## config.mk

```make
export PLATFORM = sky130hd
export DESIGN_NAME = bus_ctrl_flat
export DESIGN_NICKNAME = d
export VERILOG_FILES = /design/src/rtl/bus_ctrl_pkg.sv /design/src/rtl/bus_ctrl_if.sv /design/src/rtl/bus_ctrl_decode.sv /design/src/rtl/bus_ctrl.sv /design/src/flat_wrapper.sv
export SDC_FILE = /design/constraint.sdc
export NUM_CORES = 1
export LEC_CHECK = 0
export ABC_AREA = 1
export CORE_AREA = 3 3 71 73
export DETAILED_ROUTE_END_ITERATION = 6
export DIE_AREA = 0 0 74 76
export HOLD_SLACK_MARGIN = 0.12
export PLACE_DENSITY_LB_ADDON = 0.1
export SETUP_SLACK_MARGIN = 0.05
export SKIP_LAST_GASP = 1
export SLEW_MARGIN = 20
export SYNTH_ARGS = -nofsm -noshare
export SYNTH_HDL_FRONTEND = slang
export SYNTH_HIERARCHICAL = 1
export SYNTH_SLANG_ARGS = --single-unit
```

## constraint.sdc

```tcl
create_clock -name clk -period 2.6 [get_ports clk]
set_clock_uncertainty 0.05 [all_clocks]
set_input_delay 0.65 -clock clk [delete_from_list [all_inputs] [get_ports clk]]
set_output_delay 0.65 -clock clk [all_outputs]
set_load 0.005 [all_outputs]
```

## src/rtl/bus_ctrl_pkg.sv

```systemverilog
// Shared types and decode constants for the clocked CPU-board bus controller.
package bus_ctrl_pkg;

    typedef enum logic [2:0] {NONE, ROM, RAML, RAMH, KB, CR, LCD} region_t;

    typedef enum logic [1:0] {IDLE, WAIT, READY} state_t;

    // I/O page sub-decode on a[2:1]
    localparam logic [1:0] IO_SEL_KB   = 2'b00;
    localparam logic [1:0] IO_SEL_LCD  = 2'b01;
    localparam logic [1:0] IO_SEL_CR   = 2'b10;
    localparam logic [1:0] IO_SEL_NONE = 2'b11;

endpackage

```

## src/rtl/bus_ctrl_if.sv

```systemverilog
// CPU-side strobes/address/data and the memory/peripheral selects of the bus controller.
interface bus_ctrl_if;
    logic [15:0] a;
    logic        n_oe;
    logic        n_we;
    logic [7:0]  d;
    logic        n_rom_cs;
    logic        n_raml_cs;
    logic        n_ramh_cs;
    logic        n_kb_oe;
    logic        kb_cp;
    logic        lcd_e;
    logic        n_rdy;
    logic [7:0]  cr;
    logic        bus_err;

    modport master (
        output a, n_oe, n_we, d,
        input  n_rom_cs, n_raml_cs, n_ramh_cs, n_kb_oe, kb_cp, lcd_e, n_rdy, cr, bus_err
    );

    modport slave (
        input  a, n_oe, n_we, d,
        output n_rom_cs, n_raml_cs, n_ramh_cs, n_kb_oe, kb_cp, lcd_e, n_rdy, cr, bus_err
    );
endinterface

```

## src/rtl/bus_ctrl_decode.sv

```systemverilog
// Combinational memory-map decode: address and control register to region and active-low selects.
module bus_ctrl_decode
    import bus_ctrl_pkg::*;
#(
    parameter logic [7:0] IO_PAGE = 8'hFF
) (
    input  logic [15:0] i_a,
    input  logic [7:0]  i_cr,
    input  logic        i_n_oe,
    input  logic        i_n_we,
    output region_t     o_region,
    output logic        o_n_rom_cs,
    output logic        o_n_raml_cs,
    output logic        o_n_ramh_cs,
    output logic        o_n_kb_oe,
    output logic        o_kb_cp
);

    logic [2:0] w_bank;
    logic       w_unused;

    assign w_bank   = i_a[14:12];
    assign w_unused = ^{i_a[7:3], i_a[0], i_cr[2:1]};

    always_comb begin
        o_region = NONE;
        if (!i_a[15]) begin
            if (i_cr[0]) o_region = RAML;
            else         o_region = ROM;
        end else if (i_a[15:8] == IO_PAGE) begin
            case (i_a[2:1])
                IO_SEL_KB:   o_region = KB;
                IO_SEL_CR:   o_region = CR;
                IO_SEL_LCD:  o_region = LCD;
                IO_SEL_NONE: o_region = NONE;
            endcase
        end else if (w_bank <= 3'd1) begin
            o_region = RAMH;
        // banks 2..6 are enabled by cr[3..7]; bank 7 is never mapped
        end else if (w_bank != 3'd7 && i_cr[{1'b0, w_bank} + 4'd1]) begin
            o_region = RAMH;
        end
    end

    assign o_n_rom_cs  = (o_region != ROM);
    assign o_n_raml_cs = (o_region != RAML);
    assign o_n_ramh_cs = (o_region != RAMH);
    assign o_n_kb_oe   = ~((o_region == KB) & ~i_n_oe);
    assign o_kb_cp     = ~((o_region == KB) & ~i_n_we);

endmodule

```

## src/rtl/bus_ctrl.sv

```systemverilog
// Clocked bus controller: decode, per-region wait states, LCD enable stretch, control register, bus timeout.
module bus_ctrl
    import bus_ctrl_pkg::*;
#(
    parameter int         WS_W    = 4,
    parameter int         ROM_WS  = 2,
    parameter int         RAM_WS  = 0,
    parameter int         IO_WS   = 1,
    parameter int         LCD_WS  = 4,
    parameter int         TIMEOUT = 15,
    parameter logic [7:0] IO_PAGE = 8'hFF
) (
    input  logic     clk,
    input  logic     n_rst,
    bus_ctrl_if.slave bus
);

    if (ROM_WS >= (1 << WS_W) || RAM_WS >= (1 << WS_W) || IO_WS >= (1 << WS_W) ||
        LCD_WS < 1 || (LCD_WS - 1) >= (1 << WS_W) || TIMEOUT >= (1 << WS_W)) begin : g_bad_param
        $error("bus_ctrl: wait-state parameter does not fit WS_W");
    end

    state_t          r_state;
    region_t         r_region;
    logic            r_wr;
    logic [WS_W-1:0] r_cnt;
    logic            r_n_rdy;
    logic            r_lcd_e;
    logic [7:0]      r_cr;
    logic            r_bus_err;

    region_t w_region;
    region_t w_eff_region;
    logic    w_active;
    logic    w_wr;

    bus_ctrl_decode #(.IO_PAGE(IO_PAGE)) u_decode (
        .i_a         (bus.a),
        .i_cr        (r_cr),
        .i_n_oe      (bus.n_oe),
        .i_n_we      (bus.n_we),
        .o_region    (w_region),
        .o_n_rom_cs  (bus.n_rom_cs),
        .o_n_raml_cs (bus.n_raml_cs),
        .o_n_ramh_cs (bus.n_ramh_cs),
        .o_n_kb_oe   (bus.n_kb_oe),
        .o_kb_cp     (bus.kb_cp)
    );

    assign w_active     = ~bus.n_oe | ~bus.n_we;
    assign w_wr         = ~bus.n_we;
    // an LCD read has no target and runs into the timeout
    assign w_eff_region = (w_region == LCD && !w_wr) ? NONE : w_region;

    // LCD loads one less so that lcd_e spans exactly LCD_WS cycles of WAIT
    function automatic logic [WS_W-1:0] ws_of(input region_t r);
        case (r)
            ROM:       ws_of = WS_W'(ROM_WS);
            RAML,RAMH: ws_of = WS_W'(RAM_WS);
            KB, CR:    ws_of = WS_W'(IO_WS);
            LCD:       ws_of = WS_W'(LCD_WS - 1);
            default:   ws_of = WS_W'(TIMEOUT);
        endcase
    endfunction

    always_ff @(posedge clk or negedge n_rst) begin
        if (!n_rst) begin
            r_state   <= IDLE;
            r_region  <= NONE;
            r_wr      <= 1'b0;
            r_cnt     <= '0;
            r_n_rdy   <= 1'b1;
            r_lcd_e   <= 1'b0;
            r_cr      <= 8'h00;
            r_bus_err <= 1'b0;
        end else begin
            case (r_state)
                IDLE: begin
                    r_n_rdy <= 1'b1;
                    r_lcd_e <= 1'b0;
                    if (w_active) begin
                        r_state  <= WAIT;
                        r_region <= w_eff_region;
                        r_wr     <= w_wr;
                        r_cnt    <= ws_of(w_eff_region);
                        r_lcd_e  <= (w_eff_region == LCD);
                    end
                end
                WAIT: begin
                    if (!w_active) begin
                        r_state <= IDLE;
                        r_lcd_e <= 1'b0;
                        r_n_rdy <= 1'b1;
                    end else if (r_cnt == '0) begin
                        r_state <= READY;
                        r_lcd_e <= 1'b0;
                        r_n_rdy <= 1'b0;
                        if (r_region == NONE) begin
                            r_bus_err <= 1'b1;
                        end else if (r_region == CR && r_wr) begin
                            r_cr      <= bus.d;
                            r_bus_err <= 1'b0;
                        end
                    end else begin
                        r_cnt <= r_cnt - 1'b1;
                    end
                end
                READY: begin
                    if (!w_active) begin
                        r_state <= IDLE;
                        r_n_rdy <= 1'b1;
                    end
                end
                default: begin
                    r_state <= IDLE;
                    r_n_rdy <= 1'b1;
                    r_lcd_e <= 1'b0;
                end
            endcase
        end
    end

    assign bus.lcd_e   = r_lcd_e;
    assign bus.n_rdy   = r_n_rdy;
    assign bus.cr      = r_cr;
    assign bus.bus_err = r_bus_err;

endmodule

```

## src/flat_wrapper.sv

```systemverilog
// flat-port wrapper written by rule: the top's interface ports become plain ports
module bus_ctrl_flat import bus_ctrl_pkg::*;
#(
    parameter int         WS_W    = 4,
    parameter int         ROM_WS  = 2,
    parameter int         RAM_WS  = 0,
    parameter int         IO_WS   = 1,
    parameter int         LCD_WS  = 4,
    parameter int         TIMEOUT = 15,
    parameter logic [7:0] IO_PAGE = 8'hFF
)
  (clk, n_rst, bus_a, bus_n_oe, bus_n_we, bus_d, bus_n_rom_cs, bus_n_raml_cs, bus_n_ramh_cs, bus_n_kb_oe, bus_kb_cp, bus_lcd_e, bus_n_rdy, bus_cr, bus_bus_err);
  bus_ctrl_if bus_i ();
  input  logic clk;
  input  logic n_rst;
  input wire logic [$bits(bus_i.a)-1:0] bus_a;
  input wire logic [$bits(bus_i.n_oe)-1:0] bus_n_oe;
  input wire logic [$bits(bus_i.n_we)-1:0] bus_n_we;
  input wire logic [$bits(bus_i.d)-1:0] bus_d;
  output wire logic [$bits(bus_i.n_rom_cs)-1:0] bus_n_rom_cs;
  output wire logic [$bits(bus_i.n_raml_cs)-1:0] bus_n_raml_cs;
  output wire logic [$bits(bus_i.n_ramh_cs)-1:0] bus_n_ramh_cs;
  output wire logic [$bits(bus_i.n_kb_oe)-1:0] bus_n_kb_oe;
  output wire logic [$bits(bus_i.kb_cp)-1:0] bus_kb_cp;
  output wire logic [$bits(bus_i.lcd_e)-1:0] bus_lcd_e;
  output wire logic [$bits(bus_i.n_rdy)-1:0] bus_n_rdy;
  output wire logic [$bits(bus_i.cr)-1:0] bus_cr;
  output wire logic [$bits(bus_i.bus_err)-1:0] bus_bus_err;
  assign bus_i.a = bus_a;
  assign bus_i.n_oe = bus_n_oe;
  assign bus_i.n_we = bus_n_we;
  assign bus_i.d = bus_d;
  assign bus_n_rom_cs = bus_i.n_rom_cs;
  assign bus_n_raml_cs = bus_i.n_raml_cs;
  assign bus_n_ramh_cs = bus_i.n_ramh_cs;
  assign bus_n_kb_oe = bus_i.n_kb_oe;
  assign bus_kb_cp = bus_i.kb_cp;
  assign bus_lcd_e = bus_i.lcd_e;
  assign bus_n_rdy = bus_i.n_rdy;
  assign bus_cr = bus_i.cr;
  assign bus_bus_err = bus_i.bus_err;
  bus_ctrl #(.WS_W(WS_W), .ROM_WS(ROM_WS), .RAM_WS(RAM_WS), .IO_WS(IO_WS), .LCD_WS(LCD_WS), .TIMEOUT(TIMEOUT), .IO_PAGE(IO_PAGE)) u_core (.clk(clk), .n_rst(n_rst), .bus(bus_i));
endmodule
```

# --- Word level (Yosys, flattened, before mapping) ---
# Cells that the tools add are included.
classes:
  add_sub_neg: 2
  mux: 28
  n_reduce_logical: 18
  magnitude_cmp: 2
  n_eq_ne: 24
  bitwise_logic: 9
op_table:
  columns: ["operator", "count"]
  rows:
  - ["$eq A3 B3 Y1 const B", 6]
  - ["$pmux W4 S4", 1]
  - ["$mux W2", 7]
  - ["$mux W4", 3]
  - ["$pmux W3 S4", 1]
  - ["$mux W3", 3]
  - ["$eq A8 B8 Y1 const B", 1]
  - ["$mux W1", 8]
  - ["$pmux W4 S2", 1]
  - ["$reduce_and A4 Y1", 2]
  - ["$eq A2 B2 Y1 const B", 3]
  - ["$eq A3 B2 Y1 const B", 2]
  - ["$ne A3 B2 Y1 const B", 2]
  - ["$ne A3 B3 Y1 const B", 2]
  - ["$not A1 Y1", 6]
  - ["$pmux W2 S3", 1]
  - ["$reduce_and A2 Y1", 3]
  - ["$reduce_and A5 Y1", 1]
  - ["$add A3 B1 Y4 const B", 1]
  - ["$eq A2 B1 Y1 const B", 2]
  - ["$logic_not A2 Y1", 2]
  - ["$logic_not A4 Y1", 1]
  - ["$lt A4 B4 Y1 const B", 1]
  - ["$ne A2 B1 Y1 const B", 2]
  - ["15 further kinds", 21]
word_totals:
  input_bits: 28
  out_inout_bits: 16
  register_bits: 21

# --- Depth between registers and ports, before layout ---
# Gate-level depths: netlist of the first run.
depth:
  word_depth: 16
  depth_mapped: 16
  depth_no_buf: 16

# --- Hierarchy ---
# Netlist of the first run, hierarchy kept.
modules_own_cells:
  columns: ["module", "n_inst", "area_each_um2", "cells_per_inst"]
  rows:
  - ["bus_ctrl", 1, 1023.5, 125]
  - ["bus_ctrl_decode", 1, 299.0, 57]

# --- Worst setup path after synthesis of the first run ---
# Ideal clock, no wire load.
synth_path:
  path_type: "input-to-output"
  startpoint: "in bus_a[12]"
  endpoint: "out bus_n_ramh_cs"
  cell_stages: 9
  required_ns: 1.900
  n_path_buf: 0
  setup_slack_ns: 0.294
  arrival_time_ns: 1.606
  cell_sequence: "ha_1 ha_1 inv_1 nand3_1 nand3_2 nand3_2 nand2_2 nand2_2 nand2_1"
synth_via:
  elab_chain_len: 9
synth_lines:
  columns: ["item", "line_no", "rtl"]
  rows:
  - ["start, declared", "flat_wrapper.sv:16", "input wire logic [$bits(bus_i.a)-1:0] bus_a;"]
  - ["$add A3 B1 Y4", "bus_ctrl_decode.sv:40", "end else if (w_bank != 3'd7 && i_cr[{1'b0, w_bank} + 4'd1]) begin"]
  - ["$bmux W1 S3", "bus_ctrl_decode.sv:40", null]
  - ["$mux W1 (implied by the code)", "bus_ctrl_decode.sv:40", null]
  - ["$logic_and A1 B1 Y1", "bus_ctrl_decode.sv:40", null]
  - ["$mux W2", "bus_ctrl_decode.sv:40", null]
  - ["$mux W2", "bus_ctrl_decode.sv:37", "end else if (w_bank <= 3'd1) begin"]
  - ["$mux W3 (*)", "bus_ctrl_decode.sv:30", "end else if (i_a[15:8] == IO_PAGE) begin"]
  - ["$mux W3 (*)", "bus_ctrl_decode.sv:27", "if (!i_a[15]) begin"]
  - ["net u_core.w_region[0]", "bus_ctrl.sv:32", "region_t w_region;"]
  - ["$ne A3 B2 Y1 (*)", "bus_ctrl_decode.sv:47", "assign o_n_ramh_cs = (o_region != RAMH);"]
  - ["end, declared", "flat_wrapper.sv:22", "output wire logic [$bits(bus_i.n_ramh_cs)-1:0] bus_n_ramh_cs;"]
# The timed path passes the listed nets; every way through them passes the cells marked *. The select of a mux whose other input is x is not followed.

# --- Worst setup path in the final report of the first run ---
# Ends and elaborated chain as after synthesis.

==> flow_results.org, run 1 <==
** Run status
- The flow ran to the end, and the final reports show no timing, DRC or antenna violations.

** Power and ir drop
- VDD sags by at most 0.465 mV.
- Summed over all cells, the static leakage comes to 1.05 nW.
- Internal power :: 0.779 mW
- In this run the power density over the cells is 645 mW/mm^2.
- Power share of the combinational group :: 46.6%
- In this run, flip-flops and latches consume 36.8% of the power.
- Switching Power :: 0.525 mW
- Clock share of power :: 16.6%
- In this run switching power makes up 40.3% of total power.

** STA
- For this run, the top clock speed supported by timing is 0.395 GHz.
- After layout, the worst path uses 97.4% of the clock period.
- Crit path time final :: 2.53 ns
- For the pin with the worst max-slew slack, the measured transition is 0.278 ns.
- Post-Route Hold Slack :: 0.425 ns
- Final TNS setup :: 0 ns
- Final count of negative-setup-slack endpoints :: 0
- Setup repair after global routing missed its margin :: true
- Least setup slack across all paths after layout :: 0.0670 ns
- The number of endpoints with negative hold slack in the final report was 0.
- The number of pins with negative max-slew slack in the final report is 0.
- Headroom to the max-slew limit came out at 81.5%.

** Floorplan
- Area enclosed by the die boundary :: 0.00562 mm^2
- Die X-Extent :: 74 um
- The die is 76 um tall.
- For this configuration, the core starts out at a cell density of 30.0%.
- In this run the core area contains 24 standard-cell rows.
- Placeable core region :: 0.00441 mm^2
- For this design the top-level I/O count stands at 44.

** Layout
- The post-route netlist has 27.0% of its cells at a drive strength greater than 1.
- The finished cells cover 0.00202 mm^2.
- At the end of the flow, the number of nets in the layout was 282.
- Number of diodes :: 0
- Summing all flip-flop and latch instances after layout gives 527 um^2.
- Fill cell total of the finished layout :: 463
- Relative to the synthesized area, the layout overhead comes to 53.0%.
- Area of the multi-input gates :: 728 um^2
- For this run, the share of the core covered by cells in the final layout is 45.8%.

** Setup path
- STA classifies the critical path endpoint as an output pin.
- The worst setup path is of the input port to output pin kind.
- Slowest cell on the critical path :: sky130_fd_sc_hd__ha_4
- Buffers & Inverters on Critical Path :: 3
- For the worst flop-to-flop path, the logic depth is 17.
- Series of cell instances along the critical path :: buf_8 > buf_6 > ha_4 > nand3b_1 > nand3_1 > nand3_2 > nand3_2 > nand2_2 > nand2_2 > nand2_1 > buf_2
- Required time at the worst-slack endpoint :: 1.90 ns
- Grouping stages by cell kind, the critical path spends the most delay in simple AND/OR/NAND/NOR gates.
- The largest single stage delay on the critical path is 0.24 ns.
- Across all register-to-register paths, the minimum setup slack is 0.52 ns.
- Max FO, Critical Path :: 5
- Startpoint types :: input port
- The endpoint identified for the worst register-to-register timing path is u_core/r_cnt[2]$_DFFE_PN0P_.
- In this run the critical register-to-register path is launched from u_core/bus.cr[6]$_DFFE_PN0P_.
- Worst Path Arrival :: 1.83 ns

** Routing
- Vias :: 1,331
- After detailed routing, the average wire length per cell comes to 11.6 um.
- The detail route stage leaves a number of antenna-violating nets equal to 0.
- DRC violation count after routing :: 0
- After the first detailed-routing iteration, the DRC count stood at 51.
- Ratio of routed vias to standard cells :: 4.44
- The first detailed-routing pass ran for 4 iterations.
- For this block, the routed nets add up to 3.48 mm of wire.

** Min path
- The worst hold path terminates at u_core/bus.bus_err$_DFFE_PN0P_.
- The startpoint identified for the worst hold timing path is u_core/bus.bus_err$_DFFE_PN0P_.
- The worst hold path passes through 2 cells.
- The worst hold path belongs to the class flip-flop to flip-flop.

** Clock network
- Clock tree root buffer cell :: sky130_fd_sc_hd__clkbuf_8
- The later pin in the worst-skew pair is clocked with a latency of 0.26 ns.
- Clock buffer depth :: 2
- After clock tree synthesis, the clock-pin slew on the worst setup and hold paths is 0.08 ns.
- Clock tree synthesis inserted a total of 3 buffers.
- TritonCTS built the clock tree.
- CTS built an H-tree with a depth of 1.
- Count of clock tree sinks :: 21
- The number of hold buffers added after CTS was 0.

** Placed design
- Once detailed placement completed, the half-perimeter wirelength came to 2.63 mm.
- Number of port buffers :: 37
- Final RePlAce weighted congestion :: 0.749
- Placed Area :: 0.00187 mm^2
- At the placement stage, the worst setup path has a slack of -0.718 ns.

** GRT
- The initial antenna violation count was 0.
- GRT Resource Usage Total :: 13.0%
- Global-route congestion overflow total :: 0
- First-pass GRT wire length :: 5.93 mm
- Largest net degree at the start of global routing :: 22
- Via count of the first global-routing pass :: 1,315

** Synthesis
- Dominant cells by area after synthesis :: sky130_fd_sc_hd__dfrtp_1, sky130_fd_sc_hd__nand2_1, sky130_fd_sc_hd__inv_1
- After synthesis, the mean cell area works out to 7.27 um^2.
- Netlist area before placement :: 0.00132 mm^2
- Register bit total from synthesis :: 21
- The number of nets in the synthesized netlist is 215.
- Yosys warning total :: 6
- Portion of synthesized cell area occupied by the leading cell type :: 37.8%
- Post-Synthesis Cells :: 182
- The share of the Yosys chip area taken by registers is 39.8%.
- The number of different library cells used by synthesis comes to 26.
- Top cell type by total area after synthesis :: sky130_fd_sc_hd__dfrtp_1

** Run
- The tool flagged a number of max-cap violations equal to 0.
==> through the flow <==
stage	cells	total power, mW
finish	300	1.30
global route	300	1.43
CTS	298	1.32
detailed placement	286	1.08
global placement	286	1.08
floorplan	182	0.881
==> layer usage <==
layer	up-vias	track usage, %	wire [um]
li1	696	-	-
met1	612	17.7	1600
met2	21	21.2	1720
met3	2	1.85	148
met4	0	3.80	15
met5	-	0	0
==> kinds of logic (layout without fill, tap and decap cells) <==
| family | Yosys count | after routing | synth area share (%) |
|---|---|---|---|
| buffers and inverters | 31 | 97 | 8.99 |
| AOI/OAI and AO/OA | 15 | 15 | 6.24 |
| xor gates and xnor gates | 1 | 1 | 0.662 |
| and+or+nand+nor | 109 | 109 | 39.5 |
| adders and majority gates | 5 | 5 | 4.73 |
| DFF | 21 | 21 | 39.8 |
==> placed cells by master, fill, tap and decap left out, types with 2 or more instances in the layout <==
cell type,netlist,routed
sky130_fd_sc_hd__nand4_1,5,5
sky130_fd_sc_hd__buf_4,0,24
sky130_fd_sc_hd__nor2_2,2,3
sky130_fd_sc_hd__clkbuf_8,0,3
sky130_fd_sc_hd__buf_2,0,4
sky130_fd_sc_hd__inv_2,5,6
sky130_fd_sc_hd__dfrtp_1,20,20
sky130_fd_sc_hd__ha_1,5,2
sky130_fd_sc_hd__nand3_1,13,12
sky130_fd_sc_hd__ha_4,0,3
sky130_fd_sc_hd__nand2_4,2,2
sky130_fd_sc_hd__nor2_1,10,9
sky130_fd_sc_hd__nand3_2,3,4
sky130_fd_sc_hd__clkdlybuf4s50_1,0,26
sky130_fd_sc_hd__nand2_2,6,7
sky130_fd_sc_hd__nand2_1,63,62
sky130_fd_sc_hd__inv_1,24,22
sky130_fd_sc_hd__o21ai_0,10,10
sky130_fd_sc_hd__inv_4,1,2
sky130_fd_sc_hd__dlygate4sd2_1,0,5
==> worst max-delay path by stage <==
| stage | to | startpoint | cells after the start |
|---|---|---|---|
| 6_report | bus_n_ramh_cs | bus_a[12] | 11 |
| 5_1_grt | bus_n_ramh_cs | bus_a[12] | 11 |
| 4_1_cts | bus_n_ramh_cs | bus_a[12] | 11 |
| 3_5_place_dp | bus_n_ramh_cs | bus_a[13] | 11 |
| 3_3_place_gp | bus_kb_cp | bus_a[12] | 10 |
| 2_1_floorplan | bus_n_ramh_cs | bus_a[12] | 9 |
==> sequential cells by signal (all words and copies together) (netlist names) <==
signal,cells
u_core/bus.cr,8
u_core/r_cnt,4
u_core/r_region,3
u_core/r_state,2
u_core/bus.bus_err,1
u_core/bus.lcd_e,1
u_core/bus.n_rdy,1
u_core/r_wr,1
==> timing repair <==
item                                    4_1_cts  5_1_grt
pin swaps                                    15        9
resized for setup                            35        8
endpoints found under the setup margin        9        8
buffers inserted                              8        3
==> layout make-up <==
| cell class | instances | share of cell area, % |
|---|---|---|
| Multi-Input combinational cell | 130 | 36.0 |
| Clock buffer | 3 | 2.04 |
| Clock inverter | 1 | 0.247 |
| Sequential cell | 21 | 26.0 |
| Tap cell | 52 | 3.22 |
| Inverter | 31 | 6.00 |
| Timing Repair Buffer | 62 | 26.5 |
==> synthesized netlist by cell type, drive strengths merged <==
library cell and count:
nand2 71, nor2 14, ha 5, nand4 5, o22ai 1, nand3 16, o21bai 1, dfstp 1
inv 30, o21ai 11, a21oi 2, dfrtp 20, nand3b 1, clkinv 1, or2 1, nor3 1
xor2 1
==> worst min-delay path: stages (launching register included) <==
cell	delay, ns
sky130_fd_sc_hd__dfrtp_1	0.34
sky130_fd_sc_hd__nand2_1	0.05
sky130_fd_sc_hd__nand2_1	0.05
==> power by group through the flow <==
stage	Combinational, mW	Clock (mW)	Sequential [mW]
floorplan	0.407	0	0.474
CTS	0.610	0.225	0.481
global placement	0.593	0	0.485
finish	0.608	0.216	0.479
global route	0.691	0.240	0.495
detailed placement	0.592	0	0.488
No activity file was read; power rests on OpenSTA's default activity.
==> inputs of run 2 (changes only) <==
--- a/config.mk
+++ b/config.mk
@@ -6,11 +6,13 @@
 export NUM_CORES = 1
 export LEC_CHECK = 0
 export ABC_AREA = 1
-export CORE_AREA = 3 3 71 73
+export ABC_CLOCK_PERIOD_IN_PS = 2600
+export CORE_AREA = 3 3 61 85
 export DETAILED_ROUTE_END_ITERATION = 6
-export DIE_AREA = 0 0 74 76
+export DIE_AREA = 0 0 64 88
 export HOLD_SLACK_MARGIN = 0.12
 export PLACE_DENSITY_LB_ADDON = 0.1
+export RECOVER_POWER = 25
 export SETUP_SLACK_MARGIN = 0.05
 export SKIP_LAST_GASP = 1
 export SLEW_MARGIN = 20
==> run 2 against run 1 <==
- critical path depth unchanged
- die area is 0.14% higher
- final area decreased by 2.0%
- non-clock buffer count decreased by 8
- critical endpoint unchanged
- via count down 1.2%
- flip-flop and latch count stayed put
- total power fell by 1.5%
- global-route usage hardly changed
- highest routed layer unchanged
- wire length down 0.40%
==> flow_results.org, run 2 (synthesized netlist as in run 1, its figures left out) <==
** Floorplan
- The area of the die is 0.00563 mm^2 (was 0.00562 mm^2).
- The number of rows in the core area was 29 (was 24).
- The I/O pin count was 44 (unchanged).
- Die height :: 88 um (was 76 um)
- Starting density of the core :: 29.2% (was 30.0%)
- Die X-Extent :: 64 um (was 74 um)
- The area of the placeable core was 0.00454 mm^2 (was 0.00441 mm^2).

** Layout
- The number of filler cells placed in the layout was 482 (was 463).
- Final Instance Area :: 0.00198 mm^2 (was 0.00202 mm^2)
- The fraction of layout cells with a size suffix above 1 came to 24.2% (was 27.0%).
- Most frequent cells in the layout :: sky130_fd_sc_hd__nand2_1, sky130_fd_sc_hd__clkdlybuf4s50_1, sky130_fd_sc_hd__inv_1, sky130_fd_sc_hd__dfrtp_1, sky130_fd_sc_hd__buf_4 (was sky130_fd_sc_hd__nand2_1, sky130_fd_sc_hd__clkdlybuf4s50_1, sky130_fd_sc_hd__buf_4, sky130_fd_sc_hd__inv_1, sky130_fd_sc_hd__dfrtp_1)
- Most common library cell in the layout ignoring fill and taps :: sky130_fd_sc_hd__nand2_1 (unchanged)
- Post-layout nets :: 274 (was 282)
- The antenna diode instance count was 0 (unchanged).
- The area growth from synthesis to layout came to 49.9% (was 53.0%).
- The flip-flop count of the largest register, all copies and words added came to 8 (unchanged).
- Layout Cells excl Fill :: 302 (was 300)

** Min path
- The classification of the worst-slack hold path is flip-flop to flip-flop (unchanged).

** Power and ir drop
- The power density over the cells is 648 mW/mm^2 (was 645 mW/mm^2).
- The worst IR drop on VDD is 0.402 mV (was 0.465 mV).
- Leakage power :: 1.02 nW (was 1.05 nW)

** Clock network
- Clock latency at the later pin of the worst-skew pair :: 0.25 ns (was 0.26 ns)
- Clock buffer depth :: 2 (unchanged)
- The clock net sink count came to 21 (unchanged).
- Clock tree root buffer cell :: sky130_fd_sc_hd__clkbuf_8 (unchanged)
- Maximum level of the CTS H-tree :: 1 (unchanged)
- The number of buffers created by CTS came to 3 (unchanged).
- The CTS tree is yes (unchanged).
- The CTS clock-pin slew for the worst setup and hold paths was 0.07 ns (was 0.08 ns).

** Routing
- The number of DRC markers after the initial detailed-route iteration was 50 (was 51).
- The remaining antenna violation count after routing was 0 (unchanged).
- The routed wire length is 3.47 mm (was 3.48 mm).
- DRC violation count after routing :: 0 (unchanged)
- Count of TritonRoute iterations in the first routing pass :: 4 (unchanged)
- The detailed-route wire length per cell came to 11.5 um (was 11.6 um).
- The detail-routed via count per cell is 4.35 (was 4.44).
- The detailed-route via count is 1,315 (was 1,331).

** Placed design
- Final HPWL DP :: 2.81 mm (was 2.63 mm)
- Number of port buffers :: 37 (unchanged)
- Placed Area :: 0.00187 mm^2 (about the same)
- The placed instance count is 294 (was 286).
- Final RePlAce weighted congestion :: 0.811 (was 0.749)
- Post-placement setup slack :: -0.754 ns (was -0.718 ns)

** Setup path
- The critical path launch point type is an input port (unchanged).
- Max FO, Critical Path :: 5 (unchanged)
- The largest incremental delay on the critical path is 0.25 ns (was 0.24 ns).
- Slowest cell on the critical path :: sky130_fd_sc_hd__ha_4 (unchanged)
- In this design, the critical path's most frequently occurring cell is sky130_fd_sc_hd__nand3_2.
- Worst Path Arrival :: 1.81 ns (was 1.83 ns)
- Series of cell instances along the critical path: buf_8 > buf_6 > ha_4 > nand3b_1 > nand3_2 > nand3_2 > nand3_2 > nand2_2 > nand2_2 > nand2_1 > buf_2 (was buf_8 > buf_6 > ha_4 > nand3b_1 > nand3_1 > nand3_2 > nand3_2 > nand2_2 > nand2_2 > nand2_1 > buf_2).
- The type of the worst setup path was input port to output pin (unchanged).
- The category of the worst setup path capture point is an output pin (unchanged).
- Required time at the worst-slack endpoint :: 1.90 ns (about the same)

** GRT
- The largest net degree at the start of global routing was 15 (was 22).
- GRT Resource Usage Total :: 13.0% (about the same)
- The wire length of the first global-routing pass was 5.82 mm (was 5.93 mm).
- Via count of the first global-routing pass :: 1,240 (was 1,315)
- The initial antenna violation count was 0 (unchanged).
- The remaining global-route overflow is 0 (unchanged).

** STA
- The top achievable clock speed was 0.399 GHz (was 0.395 GHz).
- The transition at the pin with the smallest max-transition slack is 0.771 ns (was 0.278 ns).
- Crit path time final :: 2.51 ns (was 2.53 ns)
- The number of endpoints with negative hold slack in the final report came to 0 (unchanged).
- The sum of negative setup slack came to 0 ns (unchanged).
- Setup repair after global routing missed its margin :: true (unchanged)
- The post-route fraction of the period consumed by the critical path is 96.4% (was 97.4%).
- The number of pins with negative max-slew slack in the final report was 0 (unchanged).
- Final count of negative-setup-slack endpoints :: 0 (unchanged)
- Least setup slack across all paths after layout :: 0.0936 ns (was 0.0670 ns)
- The worst slew margin relative to its limit is 48.6% (was 81.5%).

** Run
- The number of violations of the max-capacitance limit is 0 (unchanged).

** Run status
- Outcome :: finished clean (unchanged)
## run 2: report_power, final
part           total [mW]  internal (mW)  switching, mW
clock               0.209          0.109          0.100
combinational       0.593          0.240          0.353
sequential          0.483          0.420         0.0624
total                1.28          0.769          0.515
## run 2: path summary, 6_finish.rpt
path / cells after the start / to / startpoint / slack [ns]
worst max register to register: 16 / u_core/r_cnt[3]$_DFFE_PN0P_ / u_core/bus.cr[6]$_DFFE_PN0P_ / 0.54
worst min-delay path: 2 / u_core/bus.n_rdy$_DFFE_PN1P_ / u_core/bus.n_rdy$_DFFE_PN1P_ / 0.44
min in group asynchronous: 1 / u_core/r_cnt[0]$_DFFE_PN0P_ / n_rst / 0.69
worst max-delay path: 11 / bus_n_ramh_cs / bus_a[12] / 0.09
max in group asynchronous: 2 / u_core/bus.cr[2]$_DFFE_PN0P_ / n_rst / 0.79
worst min register to register: 2 / u_core/bus.n_rdy$_DFFE_PN1P_ / u_core/bus.n_rdy$_DFFE_PN1P_ / 0.44
## run 2: layer usage
layer	global-route usage (%)	share of wire [%]	vias up
met5	0	0	-
met4	4.13	0.78	0
met3	1.80	3.3	2
met2	24.0	54	24
met1	15.4	42	605
li1	-	-	684
## run 2: worst max-delay path: cells and delay by family
| kind | cells | cell delay [ns] |
|---|---|---|
| adders and majority gates | 1 | 0.25 |
| buffers and inverters | 3 | 0.34 |
| and+or+nand+nor | 7 | 0.58 |
## run 2: final cells by class
| cell class | instances | area, um^2 | area share [%] |
|---|---|---|---|
| inverter | 31 | 119 | 6.00 |
| multi-input combinational | 130 | 742 | 37.4 |
| tap | 62 | 77.6 | 3.91 |
| timing repair buffer | 54 | 472 | 23.8 |
| sequential | 21 | 527 | 26.6 |
| clock buffer | 4 | 45.0 | 2.27 |
## run 2: per-stage QoR
stage,power [mW],hold WS [ns],util [%]
2_1_floorplan,0.881,0.304,-
3_3_place_gp,1.08,0.437,41.2
3_5_place_dp,1.08,0.436,41.2
4_1_cts,1.31,0.449,43.0
5_1_grt,1.41,0.482,43.7
6_report,1.28,0.441,43.7
## run 2: what timing repair did
action / in CTS / in global routing
hold endpoints to repair: 0 / 0
setup buffers: 3 / 1
cloned: 0 / 0
hold buffers: 0 / 0
gates resized for setup: 34 / 10
pin swaps: 12 / 9
endpoints found under the setup margin: 10 / 5
==> edit 1 (flow settings as in run 2) <==
`WS_W` is set to 4 in 2 places; all go to 6.
--- a/src/rtl/bus_ctrl.sv
+++ b/src/rtl/bus_ctrl.sv
@@ -4,3 +4,3 @@
 #(
-    parameter int         WS_W    = 4,
+    parameter int         WS_W    = 6,
     parameter int         ROM_WS  = 2,
--- a/src/flat_wrapper.sv
+++ b/src/flat_wrapper.sv
@@ -3,3 +3,3 @@
 #(
-    parameter int         WS_W    = 4,
+    parameter int         WS_W    = 6,
     parameter int         ROM_WS  = 2,
Check against the original RTL: same outputs for any inputs over 10 cycles, from zero or initial values and one cycle with n_rst low; that may be too few to reach the edited logic, so the function may still have changed.
==> edit 1 against run 2 <==
- synthesized area is 12% higher
- total power is 19% higher
- register-to-register slack better by 0.08 ns
- first-iteration DRC count is 30% lower
- combinational power is 30% higher
- count of clock-buffer cells in the layout is 1 lower
- sequential cell count is 2 higher
- wire length is 3.1% higher
- cell area is 10% higher
- setup slack better by 0.020 ns
- critical endpoint unchanged
- largest cell class unchanged
- highest routed layer unchanged
==> edit 1: results <==
export IMPL_p_leak_nw=1.105
export IMPL_synth_cells=207
export IMPL_ys_async_sr_fraction_pct=100.0
export IMPL_clk_latency_ns=0.26
export IMPL_critPathMaxFanout=4
export IMPL_max_slew_margin_pct=15.30
export IMPL_yosys_top_cells_area="dfrtp_1, nand2_1, inv_1, nand3_1, nor2_1"
export IMPL_max_vdd_ir_drop_mv=0.4306
export IMPL_ys_seq_area_share_pct=38.77
export IMPL_holdCritPathClass="flip-flop to flip-flop"
export IMPL_grt_pass1_wl_mm=6.272
export IMPL_p_sw_mw=0.6534
export IMPL_gp_congestion=0.7752
export IMPL_fin_nets=303
export IMPL_wl_per_cell_um=10.80
export IMPL_syn_num_nets=240
export IMPL_cts_root_buf="clkbuf_8"
export IMPL_track_usage_pct=13.88
export IMPL_synth_cell_types=24
export IMPL_setup_viol=0
export IMPL_antenna_found_initial=0
export IMPL_outcome="finished clean"
export IMPL_grt_max_degree=24
export IMPL_drt_iter0_markers=35
export IMPL_place_hpwl_mm=2.865
export IMPL_largest_reg_flops=8
export IMPL_yosys_top_cells_count="nand2_1, inv_1, dfrtp_1, nor2_1, nand3_1"
export IMPL_grt_pass1_vias=1429
export IMPL_cts_made_buffers=3
export IMPL_vias=1486
export IMPL_crit_arrival_ns=1.79
export IMPL_max_freq_mhz=402.2
export IMPL_drive_gt1_share_pct=24.54
export IMPL_place_area_mm2=0.002056
edit 1: cell types whose count changed in the layout (fill, tap and decap cells not counted), sizes merged, moves of 2 or more:
cell and delta:
nor2 +11, inv +2, buf +4, o21ai +3
nand2 +2, nand3 +6, dfrtp +2
edit 1: worst paths after layout:
path	slack, ns	to	from	cells past startpoint
setup / recovery	0.11	bus_n_ramh_cs	bus_a[12]	11
hold / removal	0.44	u_core/bus.n_rdy$_DFFE_PN1P_	u_core/bus.n_rdy$_DFFE_PN1P_	2
setup reg to reg	0.62	u_core/r_cnt[3]$_DFFE_PN0P_	u_core/bus.cr[6]$_DFFE_PN0P_	14
hold reg to reg	0.44	u_core/bus.n_rdy$_DFFE_PN1P_	u_core/bus.n_rdy$_DFFE_PN1P_	2
max in group asynchronous	0.62	u_core/r_cnt[3]$_DFFE_PN0P_	n_rst	2
min in group asynchronous	1.13	u_core/r_cnt[1]$_DFFE_PN0P_	n_rst	2
edit 1: what timing repair did:
action | 4_1_cts | 5_1_grt
gates resized for setup | 40 | 7
setup buffers | 5 | 0
hold buffers | 0 | 0
endpoints found under the setup margin | 12 | 3
pin swaps | 14 | 7
hold endpoints to repair | 0 | 0
edit 1: worst max-delay path: stages:
cell and delay (ns):
buf_8 0.10, buf_6 0.11, ha_4 0.21, nand3b_1 0.17
nand3_2 0.08, nand3_2 0.09, nand3_2 0.07, nand2_2 0.07
nand2_2 0.06, nand2_1 0.05, buf_2 0.12
edit 1: cells by family (layout without fill, tap and decap cells):
logic type      after synthesis  after routing  synth area share (%)
simple gates                128            128                 41.97
fa+ha+maj                     5              5                 4.205
flops                        23             23                 38.77
buf+inv                      32             94                 8.074
compound gates               19             19                 6.980
edit 1: area by class of cell:
cell class	instances	area (um^2)
well taps	62	77.57
clock buffers	3	41.29
inverters	32	120.1
repair buffers	58	504.2
multi-input cells	152	857.1
fillers	482	2354
clock inverters	1	5.005
flip-flops and latches	23	576.8
edit 1: layer usage:
metal | share of wire (%) | track usage [%]
met1 | 42 | 15.71
met2 | 53 | 25.68
met3 | 4.5 | 2.696
met4 | 0.73 | 4.912
met5 | 0 | 0
edit 1: power by group through the flow:
stage	Sequential, mW	Clock (mW)	Combinational (mW)
after floorplan	0.535	0	0.552
after global placement	0.552	0	0.769
after detailed placement	0.550	0	0.770
after CTS	0.543	0.234	0.783
after global routing	0.556	0.247	0.887
final	0.541	0.219	0.771
edit 1: metrics by stage:
step                      cells  setup WS [ns]  TNS, ns
after floorplan             207         0.2864        0
after global placement      322        -0.7468   -4.314
after detailed placement    322        -0.7866   -4.760
after CTS                   331        0.07118        0
after global routing        331        0.03020        0
final                       331         0.1135        0
==> edit 2 (config.mk and constraints of run 2) <==
Made on the original files. The 7 values of `region_t` get a one-hot encoding in 7 bits.
--- a/src/rtl/bus_ctrl_pkg.sv
+++ b/src/rtl/bus_ctrl_pkg.sv
@@ -3,3 +3,3 @@
 
-    typedef enum logic [2:0] {NONE, ROM, RAML, RAMH, KB, CR, LCD} region_t;
+    typedef enum logic [6:0] {NONE = 7'b0000001, ROM = 7'b0000010, RAML = 7'b0000100, RAMH = 7'b0001000, KB = 7'b0010000, CR = 7'b0100000, LCD = 7'b1000000} region_t;
 
Function: no difference found for any inputs over 10 cycles, from zero or initial values and one cycle with n_rst low; not proved beyond that.
==> edit 2 against run 2 <==
- critical path depth is 5 higher
- synthesized area is 21% higher
- non-clock buffer count up 13
- total power rose by 13%
- sequential power rose by 14%
- cell area rose by 22%
- setup slack gained 0.074 ns
- wire length grew 15%
- count of clock-buffer cells in the layout is 1 lower
- sequential cell count increased by 4
- critical endpoint is now u_core/bus.lcd_e$_DFFE_PN0P_
- largest cell class unchanged
- highest routed layer unchanged
==> edit 2: results <==
export IMPL_outcome="finished clean"
export IMPL_place_inst=343
export IMPL_globalRouteMet2Util_pct=30.48
export IMPL_max_vdd_ir_drop_mv=0.4910
export IMPL_comb_power_share_pct=45.9
export IMPL_viasPerCell=4.543
export IMPL_synth_xor_area_share_pct=0.5460
export IMPL_wl_per_cell_um=11.35
export IMPL_finalWirelength_mm=3.994
export IMPL_crit_arrival_ns=2.54
export IMPL_place_area_mm2=0.002235
export IMPL_syn_area_per_cell_um2=7.291
export IMPL_clk_latency_ns=0.27
export IMPL_grt_pass1_wl_mm=6.996
export IMPL_power_clock_mw=0.236
export IMPL_p_leak_nw=1.187
export IMPL_critPathMaxFanout=4
export IMPL_dp_slack_ns=-0.6768
export IMPL_ys_seq_area_share_pct=39.16
export IMPL_place_hpwl_mm=3.156
export IMPL_grtUsageMet1_pct=16.87
export IMPL_synthAdderAreaFrac_pct=3.900
export IMPL_tightest_slew_ns=1.393
export IMPL_synth_cell_types=32
export IMPL_powerComb_mw=0.669
export IMPL_yosys_top_cells_count="nand2_1, dfrtp_1, inv_1, nor2_1, inv_2"
export IMPL_drive_gt1_share_pct=33.45
export IMPL_drt_iter0_markers=61
export IMPL_synth_compound_area_share_pct=8.424
export IMPL_yosys_top_cells_area="dfrtp_1, nand2_1, inv_1, nor2_1, ha_1"
[edit 2: cell types whose count changed after synthesis, sizes merged, moves of 2 or more]
| cell | change |
|---|---|
| inv | +8 |
| nand2 | +6 |
| nor3 | +2 |
| nand4 | -3 |
| nor2 | +11 |
| nor4 | +2 |
| nand3 | -4 |
| dfrtp | +3 |
| a21oi | +4 |
| o21ai | +3 |
[edit 2: final cells by class]
cell class	count	area, um^2	share of cell area [%]
Clock buffer	3	41.29	1.703
Clock inverter	1	7.507	0.3096
Inverter	39	150.1	6.192
Multi-Input combinational cell	155	950.9	39.22
Sequential cell	25	628.1	25.90
Tap cell	62	77.57	3.199
Timing Repair Buffer	67	569.3	23.48
[edit 2: layer usage]
layer,routed length (um),part of all wire (%)
met3,123,3.1
met4,40,1.0
met1,1594,40
met5,0,0
met2,2235,56
[edit 2: path summary, 6_finish.rpt]
| check | startpoint | end | slack, ns | depth (start not counted) |
|---|---|---|---|---|
| setup / recovery | bus_a[13] | u_core/bus.lcd_e$_DFFE_PN0P_ | 0.17 | 16 |
| hold / removal | u_core/bus.bus_err$_DFFE_PN0P_ | u_core/bus.bus_err$_DFFE_PN0P_ | 0.42 | 2 |
| setup reg to reg | u_core/bus.cr[0]$_DFFE_PN0P_ | u_core/bus.lcd_e$_DFFE_PN0P_ | 0.49 | 16 |
| hold reg to reg | u_core/bus.bus_err$_DFFE_PN0P_ | u_core/bus.bus_err$_DFFE_PN0P_ | 0.42 | 2 |
| max in group asynchronous | n_rst | u_core/r_region[3]$_DFFE_PN0P_ | 0.52 | 2 |
| min in group asynchronous | n_rst | u_core/r_cnt[3]$_DFFE_PN0P_ | 1.16 | 2 |
